### src/rtl/scope_capture_if.sv
// Sample-stream, buffer-write and frame-handshake bundle for the scope capture controller.
interface scope_capture_if #(
    parameter int unsigned DW     = 12,
    parameter int unsigned ADDR_W = 10
);
    logic              s_valid;
    logic [DW-1:0]     s_data;
    logic              buf_we;
    logic [ADDR_W-1:0] buf_addr;
    logic [DW-1:0]     buf_wdata;
    logic [ADDR_W-1:0] trig_addr;
    logic              frame_ready;
    logic              frame_ack;
    logic              auto_trig;

    // Controller side: consumes samples and acks, produces writes and frame status.
    modport master (
        input  s_valid, s_data, frame_ack,
        output buf_we, buf_addr, buf_wdata, trig_addr, frame_ready, auto_trig
    );

    // Environment side: ADC source plus display consumer.
    modport slave (
        output s_valid, s_data, frame_ack,
        input  buf_we, buf_addr, buf_wdata, trig_addr, frame_ready, auto_trig
    );
endinterface

### src/rtl/scope_capture_ctrl.sv
// Oscilloscope acquisition sequencer: decimation, circular pre-trigger capture,
// edge/auto triggering and frame hand-off to the display side.
module scope_capture_ctrl #(
    parameter int unsigned DEPTH   = 640,
    parameter int unsigned PRETRIG = 320,
    parameter int unsigned DW      = 12,
    parameter int unsigned ADDR_W  = $clog2(DEPTH)
) (
    input  logic              clk,
    input  logic              reset,
    input  logic [1:0]        run_mode,
    input  logic              arm,
    input  logic [DW-1:0]     trig_level,
    input  logic              trig_rising,
    input  logic [15:0]       decim,
    input  logic [23:0]       auto_timeout,
    scope_capture_if.master   bus,
    output logic              busy,
    output logic [2:0]        state
);

    localparam int unsigned POST_N = DEPTH - PRETRIG;
    localparam int unsigned CNT_W  = $clog2(DEPTH + 1);

    typedef enum logic [2:0] {
        ST_IDLE      = 3'd0,
        ST_PRE       = 3'd1,
        ST_WAIT_TRIG = 3'd2,
        ST_POST      = 3'd3,
        ST_DONE      = 3'd4
    } state_t;

    state_t            state_q, state_d;
    logic [ADDR_W-1:0] wptr_q, wptr_d;
    logic [15:0]       dcnt_q, dcnt_d;
    logic [CNT_W-1:0]  scnt_q, scnt_d;
    logic [23:0]       tcnt_q, tcnt_d;
    logic [DW-1:0]     prev_q, prev_d;
    logic              prev_valid_q, prev_valid_d;
    logic [DW-1:0]     cfg_level_q, cfg_level_d;
    logic              cfg_rising_q, cfg_rising_d;
    logic [15:0]       cfg_decim_q, cfg_decim_d;
    logic [23:0]       cfg_timeout_q, cfg_timeout_d;
    logic              buf_we_q, buf_we_d;
    logic [ADDR_W-1:0] buf_addr_q, buf_addr_d;
    logic [DW-1:0]     buf_wdata_q, buf_wdata_d;
    logic [ADDR_W-1:0] trig_addr_q, trig_addr_d;
    logic              ready_q, ready_d;
    logic              auto_q, auto_d;
    logic              busy_q, busy_d;

    logic              active, stop, accept, enter_pre;
    logic              edge_hit, timeout_hit;
    logic [ADDR_W-1:0] wptr_inc;
    logic [CNT_W-1:0]  scnt_inc;
    logic [23:0]       tcnt_inc;

    // Next-state, datapath and registered-output logic.
    always_comb begin
        state_d       = state_q;
        wptr_d        = wptr_q;
        dcnt_d        = dcnt_q;
        scnt_d        = scnt_q;
        tcnt_d        = tcnt_q;
        prev_d        = prev_q;
        prev_valid_d  = prev_valid_q;
        cfg_level_d   = cfg_level_q;
        cfg_rising_d  = cfg_rising_q;
        cfg_decim_d   = cfg_decim_q;
        cfg_timeout_d = cfg_timeout_q;
        buf_we_d      = 1'b0;
        buf_addr_d    = buf_addr_q;
        buf_wdata_d   = buf_wdata_q;
        trig_addr_d   = trig_addr_q;
        ready_d       = ready_q;
        auto_d        = auto_q;
        enter_pre     = 1'b0;

        active   = (state_q == ST_PRE) || (state_q == ST_WAIT_TRIG) || (state_q == ST_POST);
        stop     = (run_mode == 2'd0);
        accept   = active && bus.s_valid && (dcnt_q == 16'd0);
        wptr_inc = (wptr_q == ADDR_W'(DEPTH - 1)) ? '0 : wptr_q + ADDR_W'(1);
        scnt_inc = scnt_q + CNT_W'(1);
        tcnt_inc = tcnt_q + 24'd1;

        if (cfg_rising_q) begin
            edge_hit = prev_valid_q && (prev_q < cfg_level_q) && (bus.s_data >= cfg_level_q);
        end else begin
            edge_hit = prev_valid_q && (prev_q >= cfg_level_q) && (bus.s_data < cfg_level_q);
        end
        timeout_hit = (run_mode == 2'd2) && (tcnt_inc >= cfg_timeout_q);

        if (active && bus.s_valid) begin
            dcnt_d = (dcnt_q == 16'd0) ? cfg_decim_q : dcnt_q - 16'd1;
        end

        if (accept && !stop) begin
            buf_we_d    = 1'b1;
            buf_addr_d  = wptr_q;
            buf_wdata_d = bus.s_data;
            wptr_d      = wptr_inc;
        end

        case (state_q)
            ST_IDLE: begin
                if (arm && !stop) begin
                    enter_pre = 1'b1;
                end
            end
            ST_PRE: begin
                if (stop) begin
                    state_d = ST_IDLE;
                end else if (accept) begin
                    prev_d       = bus.s_data;
                    prev_valid_d = 1'b1;
                    scnt_d       = scnt_inc;
                    if (scnt_inc == CNT_W'(PRETRIG)) begin
                        state_d = ST_WAIT_TRIG;
                        tcnt_d  = '0;
                    end
                end
            end
            ST_WAIT_TRIG: begin
                if (stop) begin
                    state_d = ST_IDLE;
                end else if (accept) begin
                    prev_d       = bus.s_data;
                    prev_valid_d = 1'b1;
                    tcnt_d       = tcnt_inc;
                    if (edge_hit || timeout_hit) begin
                        trig_addr_d = wptr_q;
                        auto_d      = !edge_hit;
                        scnt_d      = CNT_W'(1);
                        if (POST_N == 1) begin
                            state_d = ST_DONE;
                            ready_d = 1'b1;
                        end else begin
                            state_d = ST_POST;
                        end
                    end
                end
            end
            ST_POST: begin
                if (stop) begin
                    state_d = ST_IDLE;
                end else if (accept) begin
                    scnt_d = scnt_inc;
                    if (scnt_inc == CNT_W'(POST_N)) begin
                        state_d = ST_DONE;
                        ready_d = 1'b1;
                    end
                end
            end
            ST_DONE: begin
                if (bus.frame_ack) begin
                    ready_d = 1'b0;
                    if ((run_mode == 2'd1) || (run_mode == 2'd2)) begin
                        enter_pre = 1'b1;
                    end else begin
                        state_d = ST_IDLE;
                    end
                end
            end
            default: begin
                state_d = ST_IDLE;
            end
        endcase

        // Frame start: snapshot configuration and restart per-frame counters.
        if (enter_pre) begin
            cfg_level_d   = trig_level;
            cfg_rising_d  = trig_rising;
            cfg_decim_d   = decim;
            cfg_timeout_d = auto_timeout;
            dcnt_d        = '0;
            scnt_d        = '0;
            tcnt_d        = '0;
            prev_valid_d  = 1'b0;
            state_d       = (PRETRIG == 0) ? ST_WAIT_TRIG : ST_PRE;
        end

        busy_d = (state_d == ST_PRE) || (state_d == ST_WAIT_TRIG) || (state_d == ST_POST);
    end

    // State and datapath registers with synchronous reset.
    always_ff @(posedge clk) begin
        if (reset) begin
            state_q       <= ST_IDLE;
            wptr_q        <= '0;
            dcnt_q        <= '0;
            scnt_q        <= '0;
            tcnt_q        <= '0;
            prev_q        <= '0;
            prev_valid_q  <= 1'b0;
            cfg_level_q   <= '0;
            cfg_rising_q  <= 1'b0;
            cfg_decim_q   <= '0;
            cfg_timeout_q <= '0;
            buf_we_q      <= 1'b0;
            buf_addr_q    <= '0;
            buf_wdata_q   <= '0;
            trig_addr_q   <= '0;
            ready_q       <= 1'b0;
            auto_q        <= 1'b0;
            busy_q        <= 1'b0;
        end else begin
            state_q       <= state_d;
            wptr_q        <= wptr_d;
            dcnt_q        <= dcnt_d;
            scnt_q        <= scnt_d;
            tcnt_q        <= tcnt_d;
            prev_q        <= prev_d;
            prev_valid_q  <= prev_valid_d;
            cfg_level_q   <= cfg_level_d;
            cfg_rising_q  <= cfg_rising_d;
            cfg_decim_q   <= cfg_decim_d;
            cfg_timeout_q <= cfg_timeout_d;
            buf_we_q      <= buf_we_d;
            buf_addr_q    <= buf_addr_d;
            buf_wdata_q   <= buf_wdata_d;
            trig_addr_q   <= trig_addr_d;
            ready_q       <= ready_d;
            auto_q        <= auto_d;
            busy_q        <= busy_d;
        end
    end

    // Output drive.
    assign bus.buf_we      = buf_we_q;
    assign bus.buf_addr    = buf_addr_q;
    assign bus.buf_wdata   = buf_wdata_q;
    assign bus.trig_addr   = trig_addr_q;
    assign bus.frame_ready = ready_q;
    assign bus.auto_trig   = auto_q;
    assign busy            = busy_q;
    assign state           = state_q;

endmodule

### src/flat_wrapper.sv
// flat-port wrapper written by rule: the top's interface ports become plain ports
module scope_capture_ctrl_flat 
#(
    parameter int unsigned DEPTH   = 640,
    parameter int unsigned PRETRIG = 320,
    parameter int unsigned DW      = 12,
    parameter int unsigned ADDR_W  = $clog2(DEPTH)
)
  (clk, reset, run_mode, arm, trig_level, trig_rising, decim, auto_timeout, busy, state, bus_s_valid, bus_s_data, bus_frame_ack, bus_buf_we, bus_buf_addr, bus_buf_wdata, bus_trig_addr, bus_frame_ready, bus_auto_trig);
  scope_capture_if #(.DW(DW), .ADDR_W(ADDR_W)) bus_i ();
  input  logic clk;
  input  logic reset;
  input  logic [1:0] run_mode;
  input  logic arm;
  input  logic [DW-1:0] trig_level;
  input  logic trig_rising;
  input  logic [15:0] decim;
  input  logic [23:0] auto_timeout;
  output logic busy;
  output logic [2:0] state;
  input wire logic [$bits(bus_i.s_valid)-1:0] bus_s_valid;
  input wire logic [$bits(bus_i.s_data)-1:0] bus_s_data;
  input wire logic [$bits(bus_i.frame_ack)-1:0] bus_frame_ack;
  output wire logic [$bits(bus_i.buf_we)-1:0] bus_buf_we;
  output wire logic [$bits(bus_i.buf_addr)-1:0] bus_buf_addr;
  output wire logic [$bits(bus_i.buf_wdata)-1:0] bus_buf_wdata;
  output wire logic [$bits(bus_i.trig_addr)-1:0] bus_trig_addr;
  output wire logic [$bits(bus_i.frame_ready)-1:0] bus_frame_ready;
  output wire logic [$bits(bus_i.auto_trig)-1:0] bus_auto_trig;
  assign bus_i.s_valid = bus_s_valid;
  assign bus_i.s_data = bus_s_data;
  assign bus_i.frame_ack = bus_frame_ack;
  assign bus_buf_we = bus_i.buf_we;
  assign bus_buf_addr = bus_i.buf_addr;
  assign bus_buf_wdata = bus_i.buf_wdata;
  assign bus_trig_addr = bus_i.trig_addr;
  assign bus_frame_ready = bus_i.frame_ready;
  assign bus_auto_trig = bus_i.auto_trig;
  scope_capture_ctrl #(.DEPTH(DEPTH), .PRETRIG(PRETRIG), .DW(DW), .ADDR_W(ADDR_W)) u_core (.clk(clk), .reset(reset), .run_mode(run_mode), .arm(arm), .trig_level(trig_level), .trig_rising(trig_rising), .decim(decim), .auto_timeout(auto_timeout), .bus(bus_i), .busy(busy), .state(state));
endmodule
### config.mk
export PLATFORM = sky130hd
export DESIGN_NAME = scope_capture_ctrl_flat
export DESIGN_NICKNAME = d
export VERILOG_FILES = /design/src/rtl/scope_capture_if.sv /design/src/rtl/scope_capture_ctrl.sv /design/src/flat_wrapper.sv
export SDC_FILE = /design/constraint.sdc
export NUM_CORES = 1
export LEC_CHECK = 0
export CAP_MARGIN = 10
export CORE_UTILIZATION = 52
export CTS_BUF_LIST = sky130_fd_sc_hd__clkbuf_4
export CTS_CLUSTER_DIAMETER = 120
export DETAILED_ROUTE_END_ITERATION = 16
export PLACE_DENSITY = 0.88
export SLEW_MARGIN = 20
export SYNTH_ARGS = -nofsm -noshare
export SYNTH_HDL_FRONTEND = slang
export SYNTH_SLANG_ARGS = --single-unit
### constraint.sdc
create_clock -name clk -period 3.9 [get_ports clk]
set_clock_uncertainty 0.2 [all_clocks]
set_input_delay 0.39 -clock clk [delete_from_list [all_inputs] [get_ports clk]]
set_output_delay 0.39 -clock clk [all_outputs]
set_load 0.005 [all_outputs]
### After elaboration in Yosys (flattened, before gate mapping)

Cells that the tools add are included.

* bitwise operators: 1
* divide/modulo/power cells: 0
* equality and inequality tests: 23
* shift-type cells: 0
* reduce and logical (&&, ||, !) cells: 31
* $add $sub $neg: 4
* multiply operators: 0
* muxes and demuxes: 38
* magnitude comparators: 5

Operators by type and width (count)
* 24-bit two-way mux: 5
* 10-bit two-way mux: 6
* 24-bit one-hot mux with 2 select lines: 1
* 3-bit two-way mux: 12
* 24-bit by 1-bit adder with 24-bit output, second input constant: 1
* 12-bit >= comparator: 2
* 24-bit >= comparator: 1
* 12-bit < comparator: 2
* 10-bit by 1-bit adder with 10-bit output, second input constant: 2
* 10-bit one-hot mux with 2 select lines: 1
* 16-bit zero test: 1
* 16-bit two-way mux: 1
* 2-bit inequality test, second input constant: 8
* 16-bit by 1-bit subtractor with 16-bit output, second input constant: 1
* 3-bit one-hot mux with 5 select lines: 1
* 3-bit by 2-bit == test with 1-bit output, second input constant: 4
* 6-bit AND reduction: 2
* 10-bit == test, second input constant: 1
* 10-bit by 9-bit == test with 1-bit output, second input constant: 1
* 1-bit logical AND: 9
* 1-bit two-way mux: 9
* 2-bit by 1-bit inequality test with 1-bit output, second input constant: 4
* 3-bit by 1-bit == test with 1-bit output, second input constant: 2
* 1-bit logical OR: 6
* 13 further kinds: 19

* memory bits (writable): 0
* output and inout bits: 39
* register bits: 165
* ROM bits: 0
* bits of input ports: 72
* memories kept: 0
* bits in latches: 0

### Longest topological paths before layout

Gate-level depths: netlist of run 1.

* word-level depth: 13
* gate-level depth with buffers: 18
* mapped depth without buffers: 16

### Worst setup path before layout of run 1

Ideal clock, no wire load.

* kind: register -> register
* from: reg u_core.tcnt_q[0]
* to: reg u_core.trig_addr_q[0], in the netlist u_core.bus.trig_addr[0]
* setup time: 0.128 ns
* data arrival time: 3.635 ns
* slack: -0.062 ns
* cell stages (with the launch flop): 19
* path buffers: 2
* clock period less this slack: 3.962 ns
* cell sequence: dfxtp_1 -> ha_1 -> and3_1 -> and3_1 -> clkbuf_1 -> and4_1 -> nand2_1 -> nor3_1 -> xnor2_1 -> ha_1 -> a21oi_1 -> nand2_1 -> a221oi_1 -> a31oi_1 -> o21ba_2 -> a31oi_1 -> buf_4 -> mux2i_1 -> nor2_1

* cells in the longest elaborated chain, start to end: 5

RTL lines
* start, declared: RTL line scope_capture_ctrl.sv:37 `logic [23:0] tcnt_q, tcnt_d;`
* start signal, assigned: RTL line scope_capture_ctrl.sv:211 `tcnt_q <= tcnt_d;`
* 24-bit by 1-bit adder with 24-bit output: RTL line scope_capture_ctrl.sv:84 `tcnt_inc = tcnt_q + 24'd1;`
* 24-bit >= comparator: RTL line scope_capture_ctrl.sv:91 `timeout_hit = (run_mode == 2'd2) && (tcnt_inc >= cfg_timeout_q);`
* 1-bit logical AND: RTL line scope_capture_ctrl.sv:91
* 1-bit logical OR: RTL line scope_capture_ctrl.sv:130 `if (edge_hit || timeout_hit) begin`
* 4-bit AND reduction (no line)
* end signal, assigned: RTL line scope_capture_ctrl.sv:221 `trig_addr_q <= trig_addr_d;`
* end, declared: RTL line scope_capture_ctrl.sv:47 `logic [ADDR_W-1:0] trig_addr_q, trig_addr_d;`

Every way passes these cells.
A chain may end at the register's enable or synchronous reset.

### Worst setup path in the final report of run 1

* from: reg u_core.tcnt_q[0]
* to: reg u_core.trig_addr_q[9], in the netlist u_core.bus.trig_addr[9]

The elaborated chain is that of the path after synthesis.

==> results of run 1 <==
-- layer usage --
layer / GRT usage, % / up-vias / part of all wire, %
met3: 6.36 / 35 / 6.5
met4: 9.83 / 0 / 1.7
li1: - / 3928 / -
met2: 45.5 / 256 / 49
met1: 34.5 / 3783 / 43
met5: 0 / - / 0
-- final timing paths --
path / start / slack [ns] / end
worst min register to register: u_core.bus.buf_wdata[6] / 0.26 / u_core.bus.buf_wdata[6]
worst min-delay path: reset / 0.04 / u_core.wptr_q[8]
worst max register to register: u_core.tcnt_q[0] / 0.05 / u_core.bus.trig_addr[9]
worst max-delay path: u_core.tcnt_q[0] / 0.05 / u_core.bus.trig_addr[9]
-- per-stage QoR --
stage          power [uW]  TNS (ns)  std cells
3_3_place_gp         2170         0       1373
4_1_cts              3290         0       1405
2_1_floorplan        2020         0       1075
3_5_place_dp         2190    -0.565       1373
6_report             3290         0       1410
5_1_grt              3430    -0.718       1410
-- synth_stat cells, types with 3 or more instances --
master | n | area share, %
nand2_1 | 231 | 10
dfxtp_1 | 165 | 40
a21oi_1 | 140 | 8.4
nor2_1 | 81 | 3.6
ha_1 | 55 | 8.2
inv_1 | 49 | 2.2
clkbuf_1 | 42 | 1.9
nand3_1 | 35 | 2.1
o21ai_0 | 29 | 1.7
nor3_1 | 28 | 1.7
xor2_1 | 19 | 2.0
nand4_1 | 17 | 1.3
a31oi_1 | 16 | 1.2
xnor2_1 | 15 | 1.6
and3_1 | 12 | 0.90
mux2i_1 | 11 | 1.3
a211oi_1 | 9 | 0.81
buf_2 | 9 | 0.54
nand2b_1 | 7 | 0.52
nor4_1 | 7 | 0.52
and2_1 | 6 | 0.45
a21o_1 | 5 | 0.45
a22oi_2 | 5 | 0.75
nor3b_1 | 5 | 0.45
o21ai_1 | 5 | 0.30
a311oi_1 | 4 | 0.42
nor2_2 | 4 | 0.30
or2_2 | 4 | 0.30
a221oi_1 | 3 | 0.31
and4_1 | 3 | 0.31
buf_4 | 3 | 0.27
nand4b_1 | 3 | 0.31
o211ai_1 | 3 | 0.27
o22ai_1 | 3 | 0.22
o31ai_1 | 3 | 0.27
or3_1 | 3 | 0.22
-- placed cells by master, fill, tap and decap left out, types with 6 or more instances in the layout --
| cell type | n |
|---|---|
| ha_1 | 53 |
| clkdlybuf4s50_1 | 109 |
| nor3_1 | 25 |
| xnor2_1 | 13 |
| nor2_1 | 79 |
| nor2_2 | 6 |
| xor2_1 | 19 |
| a21oi_1 | 139 |
| nand4_1 | 17 |
| clkbuf_4 | 17 |
| nand3_1 | 34 |
| nand2_1 | 229 |
| and3_1 | 10 |
| a211oi_1 | 9 |
| mux2i_1 | 11 |
| inv_1 | 49 |
| dfxtp_1 | 160 |
| buf_4 | 37 |
| nand2b_1 | 7 |
| a31oi_1 | 14 |
| inv_6 | 6 |
| o21ai_0 | 29 |
-- final cells by class --
cell class / instances / area (um2) / share of cell area, %
Antenna cell: 1 / 2.50 / 0.0243
Timing Repair Buffer: 148 / 1410 / 13.7
Tap cell: 211 / 264 / 2.56
Clock buffer: 17 / 128 / 1.24
Multi-Input combinational cell: 804 / 4800 / 46.7
Clock inverter: 15 / 189 / 1.83
Sequential cell: 165 / 3310 / 32.2
Inverter: 49 / 184 / 1.79
-- worst max-delay path, stage by stage, from the launching register on --
cell and delay, ns:
dfxtp_2 0.40, ha_4 0.14, and3_4 0.18, and3_4 0.18, and4_4 0.22, and2_4 0.17
nand4_1 0.16, xnor2_2 0.20, ha_1 0.28, nand4_1 0.16, nor4_2 0.40, a221oi_2 0.11
a31oi_2 0.26, o21ba_4 0.19, a31oi_4 0.06, buf_12 0.19, mux2i_1 0.16, nor2_1 0.06
-- cells by family (layout without fill, tap and decap cells) --
| family | count (synthesis) | count (layout) | share of synthesized area, % |
|---|---|---|---|
| AOI/OAI and AO/OA | 245 | 245 | 17.3 |
| buffers and inverters | 106 | 229 | 5.12 |
| other | 0 | 1 | 0 |
| muxes | 11 | 11 | 1.32 |
| xor gates and xnor gates | 34 | 34 | 3.56 |
| adders and majority gates | 55 | 55 | 8.23 |
| DFF | 165 | 165 | 39.5 |
| and+or+nand+nor | 459 | 459 | 24.9 |
-- report_power, final --
part | switching [uW] | internal (uW) | leakage, uW
sequential | 23.1 | 1720 | 0.00134
combinational | 236 | 180 | 0.00245
clock | 661 | 463 | 0.000176
-- registers in the layout, indices dropped and copies added, names as in the netlist, 12 cells and up --
signal                count
u_core.bus.buf_wdata     12
u_core.tcnt_q            24
u_core.cfg_timeout_q     24
u_core.prev_q            12
u_core.cfg_level_q       12
u_core.cfg_decim_q       16
u_core.dcnt_q            16
-- what timing repair did --
action | 4_1_cts | 5_1_grt
setup endpoints to repair | 21 | 22
gates resized for setup | 12 | 23
buffers inserted | 0 | 3
pin swaps | 3 | 14
cloned | 0 | 1
==> impl_metrics.py, run 1 <==
metrics = {
    "status": {
        "status": "completed",
    },
    "die": {
        "rows": 45,
        "die_area_um2": 16600,
        "core_um2": 15400,
        "die_x_um": 129,
        "ios": 111,
        "die_h_um": 129,
        "start_util_pct": 54.2,
    },
    "cts": {
        "cts_tree": "done",
        "hold_buffers": 0,
        "h-tree-depth": 4,
        "cts_buffers": 17,
        "root_buffer": "clkbuf_4",
        "clkTransAtPathRegs_ns": 0.15,
        "cts_buffer_depth": 2,
        "clk_latency_ns": 0.59,
        "cts_sinks": 165,
    },
    "critical_path": {
        "worstPathMaxFanout": 6,
        "end_kind": "flop",
        "crit_path_start_kind": "flop",
        "critical_path_required_ns": 4.16,
        "r2r_cells": 17,
        "path_class": "reg2reg",
        "crit_arrival_ns": 4.11,
    },
    "pwr": {
        "leakage_uw": 0.00397,
        "powerDensity_nw_per_um2": 319,
        "vdd_drop_max_v": 0.000369,
    },
    "route": {
        "dr.pass1.iters": 7,
        "first_iter_violations": 618,
        "avgRoutedWirePerCell_um": 15.7,
        "drc": 0,
        "antenna_left": 0,
        "post_drt_via_cell_ratio": 5.68,
        "routed_wl_mm": 22.2,
        "num_vias": 8002,
    },
    "global_route": {
        "grt_first_pass_wirelength_mm": 36.0,
        "grt_use_total_pct": 27.3,
        "overflow": 0,
        "antenna_found_initial": 1,
        "grt_max_degree": 69,
        "grt_pass1_vias": 7671,
    },
    "sta": {
        "fmaxAchievable_mhz": 260,
        "hold_violations": 0,
        "worst_slack_ns": 0.0471,
        "finalSetupViolations": 0,
        "tightestPinTransition_ns": 0.896,
        "whs_ns": 0.0381,
        "fin_crit_sh_pct": 98.8,
        "period_minus_slack_ns": 3.85,
        "drv_slew": 0,
        "slew_headroom_pct": 40.3,
    },
    "layout": {
        "fin_nets": 1312,
        "drive_above_1_share_pct": 10.4,
        "area_growth_pct": 23.2,
        "fin_util_pct": 66.7,
        "design_area_um2": 10300,
        "num-fill-cells": 1225,
    },
    "yosys": {
        "synth.distinct_cells": 64,
        "syn_inst": 1075,
        "async_flop_share_pct": 0,
        "synth.cell_area_um2": 8360,
        "ys_seq_area_share_pct": 39.5,
        "synth-edff-count": 0,
        "yosys_warnings": 0,
        "synth.avg_cell_area_um2": 7.77,
        "ys_seq_elements": 165,
        "syn_nets": 1202,
        "synthFlopType": "dfxtp_1",
    },
    "place": {
        "gp_congestion": 0.951,
        "placed_area_um2": 9760,
        "port_buffers": 110,
        "pre_cts_ws_ns": -0.0794,
        "place_hpwl_mm": 15.4,
    },
    "flow_run": {
        "max-cap-violations": 0,
    },
    "hold_path": {
        "min_path_type": "in2reg",
        "hold_depth": 2,
    },
}
No activity file was read; power rests on OpenSTA's default activity.
==> inputs of run 2 (changes only) <==
--- a/config.mk
+++ b/config.mk
@@ -6,11 +6,12 @@
 export NUM_CORES = 1
 export LEC_CHECK = 0
 export CAP_MARGIN = 10
-export CORE_UTILIZATION = 52
+export CORE_UTILIZATION = 30
 export CTS_BUF_LIST = sky130_fd_sc_hd__clkbuf_4
 export CTS_CLUSTER_DIAMETER = 120
 export DETAILED_ROUTE_END_ITERATION = 16
-export PLACE_DENSITY = 0.88
+export GPL_ROUTABILITY_DRIVEN = 0
+export PLACE_DENSITY = 0.59
 export SLEW_MARGIN = 20
 export SYNTH_ARGS = -nofsm -noshare
 export SYNTH_HDL_FRONTEND = slang
==> run 2 against run 1 <==
Against the previous run:
- flip-flop and latch count is the same
- worst hold slack gained 0.11 ns
- final cell count grew 12%
- sequential power is essentially flat
- maximum frequency grew 1.4%
- critical path depth is the same
- combinational power grew 3%
- core utilization shrank 28 points
- power shrank 2.4%
- non-clock buffer count grew 9
- die area grew 72%
- first-iteration DRC count shrank 33%
- largest cell class unchanged
- largest power group unchanged
==> impl_metrics.py, run 2 (synthesis gave the netlist of run 1 again) <==
metrics = {
    "layout": {
        "reg.largest.list": "u_core.cfg_timeout_q: 24 flops, u_core.tcnt_q: 24 flops",
        "layout_commonest_cell": "nand2_1",
        "fin_nets": 1321,
        "final_cell_mix": "nand2_1, dfxtp_1, a21oi_1, clkdlybuf4s50_1, nor2_1",
        "fin_util_pct": 38.7,
        "drive_above_1_share_pct": 10.4,
        "area_growth_pct": 26.0,
        "stdcell_count": 1580,
    },
    "hold_path": {
        "min_path_type": "in2reg",
    },
    "sta": {
        "finalSetupViolations": 0,
        "setup_tns_ns": 0,
        "tightestPinTransition_ns": 0.901,
        "period_minus_slack_ns": 3.80,
        "hold_violations": 0,
        "fmaxAchievable_mhz": 263,
        "fin_crit_sh_pct": 97.4,
        "whs_ns": 0.145,
        "drv_slew": 0,
        "slew_headroom_pct": 39.9,
        "rsz0062_at_grt": "yes",
    },
    "cts": {
        "hold_buffers": 0,
        "h-tree-depth": 4,
        "cts_buffers": 17,
        "cts_buffer_depth": 2,
        "clk_latency_ns": 0.57,
        "clkTransAtPathRegs_ns": 0.16,
        "cts_sinks": 165,
        "root_buffer": "clkbuf_4",
        "cts_tree": "done",
    },
    "status": {
        "status": "completed",
    },
    "pwr": {
        "pwr-share-seq_pct": 54.4,
        "p_clk_share_pct": 32.3,
        "p_comb_share_pct": 13.3,
        "total_power_uw": 3210,
        "p_int_uw": 2300,
        "swShare_pct": 28.4,
        "leakage_uw": 0.00398,
        "p_sw_uw": 912,
        "vdd_drop_max_v": 0.000223,
        "powerDensity_nw_per_um2": 305,
    },
    "critical_path": {
        "rrSetupSlack_ns": 0.10,
        "critical_path_required_ns": 4.14,
        "path_class": "reg2reg",
        "crit_arrival_ns": 4.04,
        "worstPathMaxFanout": 5,
        "end_kind": "flop",
        "crit_path_start_kind": "flop",
    },
    "die": {
        "ios": 111,
        "rows": 60,
        "start_util_pct": 30.8,
        "core_um2": 27200,
        "die_h_um": 169,
        "die_area_um2": 28500,
        "die_x_um": 169,
    },
    "place": {
        "dp.cells": 1544,
        "port_buffers": 110,
        "place_hpwl_mm": 16.4,
    },
    "route": {
        "drc": 0,
        "avgRoutedWirePerCell_um": 14.6,
        "num_vias": 7780,
        "antenna_left": 0,
        "first_iter_violations": 411,
        "routed_wl_mm": 23.0,
        "post_drt_via_cell_ratio": 4.92,
        "dr.pass1.iters": 5,
    },
    "global_route": {
        "antenna_found_initial": 1,
        "overflow": 0,
        "grt_first_pass_wirelength_mm": 37.5,
        "grt_pass1_vias": 7388,
        "grt_use_total_pct": 16.3,
        "grt_max_degree": 67,
    },
    "flow_run": {
        "max-cap-violations": 0,
    },
}
run 2: cell types whose count changed in the layout (fill, tap and decap cells not counted), sizes merged:
cell and change:
buf +9, bufinv -1, clkinv +2, inv -2
clkinvlp +1
run 2: final timing paths:
path                           from                 endpoint  depth (start not counted)
min                        decim[2]    u_core.cfg_decim_q[2]                          3
max                u_core.tcnt_q[1]  u_core.bus.trig_addr[3]                         17
max reg2reg        u_core.tcnt_q[1]  u_core.bus.trig_addr[3]                         17
min reg2reg  u_core.bus.buf_addr[8]   u_core.bus.buf_addr[8]                          2
run 2: power by group through the flow:
stage / combinational, uW / sequential (uW) / clock [uW]
2_1_floorplan: 240 / 1780 / 0
3_3_place_gp: 417 / 1780 / 0
4_1_cts: 423 / 1750 / 1080
5_1_grt: 479 / 1750 / 1160
6_report: 427 / 1750 / 1040
3_5_place_dp: 418 / 1780 / 0
run 2: through the flow:
stage               setup slack [ns]  instance area (um2)
floorplan                     0.0218                 8370
global placement              0.0946                10100
detailed placement            -0.156                10100
CTS                          0.00786                10400
global route                 -0.0722                10500
finish                         0.101                10500
run 2: layout make-up:
class	count	area [um2]
diodes	1	2.50
clock buffers	17	128
clock inverters	15	153
fillers	2867	16600
inverters	49	184
multi-input cells	804	4790
flip-flops and latches	165	3310
well taps	372	465
repair buffers	157	1490
run 2: worst max-delay path, cell delays in order (launching register included):
cell and delay [ns]:
dfxtp_4 0.39, ha_4 0.13, and3_4 0.18, and3_4 0.18
and4_4 0.23, nand2_2 0.09, nor3_4 0.23, xor2_1 0.17
ha_1 0.26, nand4_1 0.19, nor4_4 0.06, a221oi_2 0.27
a31oi_2 0.16, o21ba_4 0.23, a31oi_4 0.24, clkbuf_16 0.21
mux2i_1 0.18, nor2_1 0.05
run 2: what timing repair did:
action	4_1_cts	5_1_grt
gates cloned	0	1
resized for setup	4	26
setup endpoints to repair	22	22
pin swaps	0	13
buffers inserted	0	2
run 2: per-layer routing:
| layer | track usage (%) | wire (um) | vias to the layer above | part of all wire (%) |
|---|---|---|---|---|
| met3 | 3.55 | 1050 | 16 | 4.6 |
| met2 | 27.7 | 10700 | 135 | 46 |
| met1 | 21.0 | 11000 | 3670 | 48 |
| met5 | 0 | 0 | - | 0 |
| met4 | 3.95 | 320 | 0 | 1.4 |
| li1 | - | - | 3959 | - |
==> inputs of run 3 (changes only) <==
--- a/config.mk
+++ b/config.mk
@@ -11,7 +11,7 @@
 export CTS_CLUSTER_DIAMETER = 120
 export DETAILED_ROUTE_END_ITERATION = 16
 export GPL_ROUTABILITY_DRIVEN = 0
-export PLACE_DENSITY = 0.59
+export PLACE_DENSITY = 0.58
 export SLEW_MARGIN = 20
 export SYNTH_ARGS = -nofsm -noshare
 export SYNTH_HDL_FRONTEND = slang
==> constraint.sdc (replaced) <==
create_clock -name clk -period 4.8 [get_ports clk]
set_clock_uncertainty 0.2 [all_clocks]
set_input_delay 0.48 -clock clk [delete_from_list [all_inputs] [get_ports clk]]
set_output_delay 0.48 -clock clk [all_outputs]
set_load 0.005 [all_outputs]
==> run 3 against run 2 <==
Against the previous run:
- combinational power decreased by 22%
- first-iteration DRC count up 18%
- register-to-register slack better by 0.33 ns
- flip-flop and latch count is the same
- design area decreased by 3.5%
- highest routed layer unchanged
- clock-buffer cell count did not move
- die area did not move
- non-clock buffer count is 29 lower
- critical path depth is the same
- final cell count down 1.8%
==> impl_metrics.py, run 3 (synthesis gave the netlist of run 1 again) <==
metrics = {
    "status": {
        "status": "completed",
    },
    "sta": {
        "rsz0062_at_grt": "no",
        "period_minus_slack_ns": 4.37,
        "hold_violations": 0,
        "whs_ns": 0.0711,
        "drv_slew": 0,
        "tightestPinTransition_ns": 0.898,
        "finalSetupViolations": 0,
        "fin_crit_sh_pct": 91.0,
        "setup_tns_ns": 0,
        "fmaxAchievable_mhz": 229,
        "slew_headroom_pct": 40.1,
    },
    "die": {
        "start_util_pct": 30.8,
        "rows": 60,
        "ios": 111,
        "die_h_um": 169,
        "core_um2": 27200,
        "die_x_um": 169,
        "die_area_um2": 28500,
    },
    "route": {
        "antenna_left": 0,
        "first_iter_violations": 483,
        "dr.pass1.iters": 8,
        "routed_wl_mm": 22.7,
        "post_drt_via_cell_ratio": 4.95,
        "avgRoutedWirePerCell_um": 14.6,
        "num_vias": 7678,
        "drc": 0,
    },
    "layout": {
        "layout_commonest_cell": "nand2_1",
        "reg.largest.list": "u_core.cfg_timeout_q: 24 flops, u_core.tcnt_q: 24 flops",
        "drive_above_1_share_pct": 6.79,
        "regArea_um2": 3300,
        "num-fill-cells": 2962,
        "final_cell_mix": "nand2_1, dfxtp_1, a21oi_1, clkdlybuf4s50_1, nor2_1",
        "area_growth_pct": 21.6,
        "fin_nets": 1292,
        "multi_input_area_um2": 4660,
    },
    "pwr": {
        "powerDensity_nw_per_um2": 259,
        "vdd_drop_max_v": 0.000115,
        "leakage_uw": 0.00376,
    },
    "critical_path": {
        "worstPathMaxFanout": 11,
        "end_kind": "flop",
        "critPathMaxStageDelay_ns": 0.45,
        "critical_path_required_ns": 5.06,
        "worstPathCellList": "ha_1 -> and3_1 -> and3_1 -> and4_1 -> and2_1 -> nand4_1 -> xnor2_1 -> ha_1 -> nand4_1 -> nor4_2 -> a221oi_1 -> a31oi_1 -> o21ba_2 -> a31oi_4 -> buf_12 -> mux2i_1 -> nor2_1",
        "crit_arrival_ns": 4.63,
        "crit_family": "simple AND/OR/NAND/NOR gates",
        "slowest_stage": "dfxtp_1",
        "crit_buf_inv": 1,
        "path_class": "reg2reg",
        "crit_path_start_kind": "flop",
    },
    "hold_path": {
        "min_path_type": "in2reg",
    },
    "place": {
        "place_hpwl_mm": 16.0,
        "port_buffers": 110,
    },
    "cts": {
        "hold_buffers": 0,
        "clkTransAtPathRegs_ns": 0.15,
        "cts_sinks": 165,
        "root_buffer": "clkbuf_4",
        "cts_buffers": 17,
        "cts_tree": "done",
        "cts_buffer_depth": 2,
        "clk_latency_ns": 0.59,
        "h-tree-depth": 4,
    },
    "global_route": {
        "grt_pass1_vias": 7466,
        "grt_max_degree": 81,
        "grt_use_total_pct": 16.3,
        "antenna_found_initial": 1,
        "grt_first_pass_wirelength_mm": 37.3,
        "overflow": 0,
    },
    "flow_run": {
        "max-cap-violations": 0,
    },
}
-- run 3: area by class of cell --
type                            instances  share of cell area [%]
Multi-Input combinational cell        804                    45.9
Sequential cell                       165                    32.5
Timing Repair Buffer                  128                    12.3
Tap cell                              372                    4.58
Inverter                               49                    1.81
Clock inverter                         15                    1.64
Clock buffer                           17                    1.26
Antenna cell                            2                  0.0493
-- run 3: power breakdown --
part	internal [uW]	total, uW	leakage, uW	switching [uW]
clock	322	875	0.000156	554
combinational	143	334	0.00226	191
sequential	1400	1420	0.00134	18.3
total	1870	2630	0.00376	763
-- run 3: path summary, 6_finish.rpt --
| path | start | to | slack, ns | cells after the start |
|---|---|---|---|---|
| max reg2reg | u_core.tcnt_q[0] | u_core.bus.trig_addr[5] | 0.43 | 17 |
| max | u_core.tcnt_q[0] | u_core.bus.trig_addr[5] | 0.43 | 17 |
| min | reset | u_core.bus.trig_addr[1] | 0.07 | 2 |
| min reg2reg | u_core.bus.buf_wdata[7] | u_core.bus.buf_wdata[7] | 0.26 | 2 |
-- run 3: repair_timing --
item                                    in CTS  in global routing
gates resized for setup                      0                  4
hold endpoints to repair                     0                  0
setup buffers                                0                  1
endpoints found under the setup margin       0                 22
-- run 3: layer usage --
layer	up-vias	GRT usage, %	wire (um)
met5	-	0	0
met4	0	5.61	420
met3	30	3.46	1080
met2	156	27.5	10400
met1	3601	20.6	10800
li1	3891	-	-
-- run 3: stage by stage --
step / area, um2 / worst slack [ns] / cells / power [uW] / util, %
3_3_place_gp: 9810 / 0.166 / 1517 / 1780 / 36.1
2_1_floorplan: 8360 / 0.838 / 1075 / 1640 / -
5_1_grt: 10200 / 0.0282 / 1552 / 2770 / 37.4
4_1_cts: 10100 / 0.0273 / 1549 / 2670 / 37.2
3_5_place_dp: 9810 / 0.0527 / 1517 / 1780 / 36.1
6_report: 10200 / 0.431 / 1552 / 2630 / 37.4
